## src/rtl/door_open_if.sv

```systemverilog
// door_open_if: signal bundle between the door-open controller and its environment.
interface door_open_if;
    logic arrive;
    logic r;
    logic close_signal;
    logic open_signal;
    logic c_100;
    logic door_open;
    modport master (output arrive, r, close_signal, input open_signal, c_100, door_open);
    modport slave (input arrive, r, close_signal, output open_signal, c_100, door_open);
endinterface

```

## src/rtl/door_open.sv

```systemverilog
// door_open: elevator car door-open controller (open drive, dwell, close permit, close watch).
// Define DOOR_REOPEN_EN to let an open-button press during closing reopen the door.
module door_open #(
    parameter int OPEN_TIME = 4,
    parameter int HOLD_TIME = 20,
    parameter int C_WIDTH   = 2
) (
    input logic         clk,
    input logic         rst,
    door_open_if.slave  bus
);
    typedef enum logic [2:0] {IDLE, OPENING, HOLD, PROMPT, WAIT_CLOSE} state_t;
    localparam logic [7:0] OPEN_LAST = 8'(OPEN_TIME - 1);
    localparam logic [7:0] HOLD_LAST = 8'(HOLD_TIME - 1);
    localparam logic [7:0] C_LAST    = 8'(C_WIDTH - 1);
    state_t     state, state_n;
    logic [7:0] cnt, cnt_n;
    logic       seen, seen_n;
    logic       open_q, open_n;
    logic       c_q, c_n;
    logic       door_q, door_n;
    always_ff @(posedge clk or posedge rst) begin
        if (rst) begin
            state  <= IDLE;
            cnt    <= '0;
            seen   <= 1'b0;
            open_q <= 1'b0;
            c_q    <= 1'b0;
            door_q <= 1'b0;
        end else begin
            state  <= state_n;
            cnt    <= cnt_n;
            seen   <= seen_n;
            open_q <= open_n;
            c_q    <= c_n;
            door_q <= door_n;
        end
    end
    always_comb begin
        state_n = state;
        cnt_n   = cnt;
        seen_n  = seen;
        open_n  = open_q;
        c_n     = c_q;
        door_n  = door_q;
        case (state)
            IDLE: begin
                if (bus.arrive || bus.r) begin
                    state_n = OPENING;
                    cnt_n   = '0;
                    open_n  = 1'b1;
                end
            end
            OPENING: begin
                if (cnt == OPEN_LAST) begin
                    state_n = HOLD;
                    open_n  = 1'b0;
                    door_n  = 1'b1;
                    cnt_n   = '0;
                end else begin
                    cnt_n = cnt + 8'd1;
                end
            end
            HOLD: begin
                // a press restarts the dwell rather than pausing it
                if (bus.r) begin
                    cnt_n = '0;
                end else if (cnt == HOLD_LAST) begin
                    state_n = PROMPT;
                    c_n     = 1'b1;
                    cnt_n   = '0;
                end else begin
                    cnt_n = cnt + 8'd1;
                end
            end
            PROMPT: begin
                if (bus.r) begin
                    state_n = HOLD;
                    c_n     = 1'b0;
                    cnt_n   = '0;
                end else if (cnt == C_LAST) begin
                    state_n = WAIT_CLOSE;
                    c_n     = 1'b0;
                    cnt_n   = '0;
                end else begin
                    cnt_n = cnt + 8'd1;
                end
            end
            WAIT_CLOSE: begin
`ifdef DOOR_REOPEN_EN
                if (bus.r && bus.close_signal) begin
                    state_n = OPENING;
                    open_n  = 1'b1;
                    cnt_n   = '0;
                    seen_n  = 1'b0;
                end else
`endif
                if (bus.close_signal) begin
                    seen_n = 1'b1;
                end else if (seen) begin
                    state_n = IDLE;
                    door_n  = 1'b0;
                    seen_n  = 1'b0;
                end
            end
            default: state_n = IDLE;
        endcase
    end
    assign bus.open_signal = open_q;
    assign bus.c_100       = c_q;
    assign bus.door_open   = door_q;
endmodule
```

## src/flat_wrapper.sv

```systemverilog
// flat-port wrapper written by rule: the top's interface ports become plain ports
module door_open_flat 
#(
    parameter int OPEN_TIME = 4,
    parameter int HOLD_TIME = 20,
    parameter int C_WIDTH   = 2
)
  (clk, rst, bus_arrive, bus_r, bus_close_signal, bus_open_signal, bus_c_100, bus_door_open);
  door_open_if bus_i ();
  input logic clk;
  input logic rst;
  input wire logic [$bits(bus_i.arrive)-1:0] bus_arrive;
  input wire logic [$bits(bus_i.r)-1:0] bus_r;
  input wire logic [$bits(bus_i.close_signal)-1:0] bus_close_signal;
  output wire logic [$bits(bus_i.open_signal)-1:0] bus_open_signal;
  output wire logic [$bits(bus_i.c_100)-1:0] bus_c_100;
  output wire logic [$bits(bus_i.door_open)-1:0] bus_door_open;
  assign bus_i.arrive = bus_arrive;
  assign bus_i.r = bus_r;
  assign bus_i.close_signal = bus_close_signal;
  assign bus_open_signal = bus_i.open_signal;
  assign bus_c_100 = bus_i.c_100;
  assign bus_door_open = bus_i.door_open;
  door_open #(.OPEN_TIME(OPEN_TIME), .HOLD_TIME(HOLD_TIME), .C_WIDTH(C_WIDTH)) u_core (.clk(clk), .rst(rst), .bus(bus_i));
endmodule
```

## config.mk

```make
export PLATFORM = sky130hd
export DESIGN_NAME = door_open_flat
export DESIGN_NICKNAME = d
export VERILOG_FILES = /design/src/rtl/door_open_if.sv /design/src/rtl/door_open.sv /design/src/flat_wrapper.sv
export SDC_FILE = /design/constraint.sdc
export NUM_CORES = 1
export LEC_CHECK = 0
export ABC_CLOCK_PERIOD_IN_PS = 2300
export CAP_MARGIN = 25
export CELL_PAD_IN_SITES_DETAIL_PLACEMENT = 0
export CELL_PAD_IN_SITES_GLOBAL_PLACEMENT = 1
export CORE_AREA = 2 2 51 53
export CTS_BUF_LIST = sky130_fd_sc_hd__clkbuf_8 sky130_fd_sc_hd__clkbuf_16
export DETAILED_ROUTE_END_ITERATION = 10
export DIE_AREA = 0 0 53 55
export HOLD_SLACK_MARGIN = 0.15
export PLACE_DENSITY_LB_ADDON = 0.12
export SLEW_MARGIN = 30
export SYNTH_ARGS = -nofsm -noshare
export SYNTH_HDL_FRONTEND = slang
export SYNTH_SLANG_ARGS = --single-unit
export TNS_END_PERCENT = 50
```

## constraint.sdc

```tcl
create_clock -name clk -period 2.3 [get_ports clk]
set_input_delay 0.46 -clock clk [delete_from_list [all_inputs] [get_ports clk]]
set_output_delay 0.46 -clock clk [all_outputs]
set_load 0.05 [all_outputs]
```

==> metrics.yaml, run 1 <==
outcome: "finished clean"
synth_xor_area_frac: 0
cpLargestDelayFamily: "compound AO/OA/AOI/OAI gates"
drive_above_1_share: 0.150
r2r_start: "u_core.cnt[0]"
setup_violations: 0
syn_area_per_cell_um2: 10.2
report.final.slew_viol_count: 0
core_area_um2: 2360
hold_buffers: 0
cpPeakStageDelay_ns: 0.55
finalPower_w: 0.00118
arrival_ns: 2.12
ys_ff_latch: 15
htree_levels: 1
cts_buffers: 3
relSlewSlack: 0.586
cts_setup_buffers: 0
skew_ns: 0.00292
grt_max_degree: 16
cts_tree: "yes"
post-dp-hpwl_mm: 1.50
yosys_warnings: 0
via_per_inst: 5.77
fin_nets: 115
final_common_cell: "dfrtp_1"
cts_buffer_depth: 2
power_density_nw_per_um2: 1040
die_area_um2: 2920
crit_path_top_delay_cell: "a2111oi_4"
criticalPathCategory: "flip-flop to flip-flop"
ios: 8
reg2reg_to: "u_core.cnt[4]"
root_buffer: "clkbuf_8"
row_count: 18
r2r_setup_slack_ns: 0.34
syn_inst: 97
yosys.area_share.simple: 0.260
tightest_slew_ns: 0.620
synthAdderAreaFrac: 0.0254
crit_required_ns: 2.46
grtUsageTotal: 0.175
yosysTopAreaCell: "dfrtp_1"
gp_congestion: 0.780
antenna_cells: 0
cts.sinks: 15
synth_fp_nets: 104
drtIter0Drc: 14
min_period_ns: 1.96
endpoint_kind: "flip-flop"
die_h_um: 55
startpoint: "u_core.cnt[0]"
max_freq_mhz: 511
cp_max_fo: 6
tns_ns: 0
antenna_found_initial: 0
ff2ff_path_depth: 6
grt_pass1_wl_mm: 3.59
insertion_delay_ns: 0.25
yosysUniqueCellTypes: 40
synth_compound_area_frac: 0.241
grt_pass1_vias: 788
layout_common_cells: "dfrtp_1 (15), nand2_1 (10), nor2_1 (9)"
peakVddDrop_uv: 530
start_util: 0.417
leakage_nw: 0.459
routed_wl_mm: 2.03
die_x_um: 53
startpoint_type: "flip-flop"
max_cap_viol_count: 0
area_delta_synth_final_pct: 14.6
synth_flop_cell: "dfrtp_1"
synth_edf_count: 0
ant_nets: 0
rsz0062_at_grt: "no"
num_vias: 791
ctsResizeCount: 0
synth_top_area_frac: 0.381
yosysSeqAreaShare: 0.381
synth_top_family_by_area: "simple AND/OR/NAND/NOR gates"
route.detailed.drc: 0
final_core_util: 0.478
port_buffers: 7
cp.depth: 6
synthTopCellsByArea: "dfrtp_1 (38%), a2111oi_4 (5.6%), nor4_4 (4.3%)"
grt_overflow_total: 0
hold_path.class: "flip-flop to flip-flop"
cp-endpoint: "u_core.cnt[4]"
first_pass_iters: 4
async_flop_share: 1.00
hold_violations: 0
wl_per_cell_um: 14.8
fin_crit_sh: 0.851
path_cells: "ha_1 > nor3b_2 > buf_4 > a2111oi_4 > nor4_4 > nor3_1"
netlist_area_um2: 986
synthMuxAreaShare: 0.0419
cp_num_buf_inv: 1
clk_pin_slew_worst_paths_ns: 0.06
-- per-layer routing --
metal  routed length [µm]  track usage
met4                   34        0.103
met2                  955        0.283
met5                    0            0
met3                   45       0.0323
met1                  992        0.220
-- flip-flops by register name (all words and copies together) (netlist names) --
signal	flops
u_core.bus.open_signal	1
u_core.seen	1
u_core.cnt	8
u_core.state	3
u_core.bus.c_100	1
u_core.bus.door_open	1
-- through the flow --
| step | hold slack (ns) | area [µm²] | worst slack (ns) | std cells |
|---|---|---|---|---|
| floorplan | 0.361 | 986 | 0.543 | 97 |
| global placement | 0.481 | 1080 | 0.221 | 133 |
| detailed placement | 0.495 | 1080 | 0.213 | 133 |
| CTS | 0.512 | 1130 | 0.346 | 137 |
| global route | 0.544 | 1130 | 0.164 | 137 |
| finish | 0.509 | 1130 | 0.342 | 137 |
-- worst register-to-register path, cell delays in order, from the launching register on --
cell and delay (ns):
dfrtp_1 0.43, ha_1 0.26, nor3b_2 0.17, buf_4 0.17
a2111oi_4 0.55, nor4_4 0.10, nor3_1 0.20
-- synth_stat cells (2+ instances only) --
library cell / number
nor4_4: 2
dfrtp_1: 15
nor3_1: 3
mux2i_1: 3
o22ai_1: 2
a31oi_1: 5
nand2_1: 10
ha_1: 2
inv_1: 5
o31ai_1: 5
nor2_1: 9
a2111oi_4: 2
o21ai_0: 4
nand3_1: 2
o32ai_1: 2
nor4_1: 2
-- report_power, final --
group / internal [W] / switching (W) / total (W)
Clock: 0.000118 / 0.0000956 / 0.000214
Sequential: 0.000330 / 0.000106 / 0.000436
Combinational: 0.000230 / 0.000297 / 0.000527
Total: 0.000678 / 0.000499 / 0.00118
-- area by class of cell --
type / instances / area [µm²]
multi-input cells: 73 / 561
well taps: 30 / 37.5
flip-flops and latches: 15 / 375
repair buffers: 10 / 92.6
inverters: 5 / 18.8
fillers: 225 / 1230
clock inverters: 1 / 3.75
clock buffers: 3 / 41.3
-- worst min-delay path by stage --
stage | from | endpoint | slack (ns) | depth (start not counted)
2_1_floorplan | rst | u_core.bus.c_100 | 0.36 | 1
3_3_place_gp | u_core.seen | u_core.seen | 0.48 | 1
3_5_place_dp | u_core.seen | u_core.seen | 0.49 | 1
4_1_cts | u_core.seen | u_core.seen | 0.51 | 1
5_1_grt | u_core.bus.open_signal | u_core.bus.open_signal | 0.54 | 2
6_report | u_core.seen | u_core.seen | 0.51 | 1
-- logic make-up after synthesis --
kind of cell / count (synthesis)
fa+ha+maj: 2
mux: 4
compound gates: 27
buf+inv: 9
simple gates: 40
flops: 15
No activity file was read; power rests on OpenSTA's default activity.
==> run 2: changes to the inputs <==
Settings changed: HOLD_SLACK_MARGIN 0.15 to 0.06.
==> results of run 2 <==
No change in the layout: final DEF, timing and power equal those of run 1.
==> run 3: changes to the inputs <==
Settings changed: GPL_TIMING_DRIVEN from default to 1.
==> results of run 3 <==
No change in the layout: final DEF, timing and power equal those of run 1.
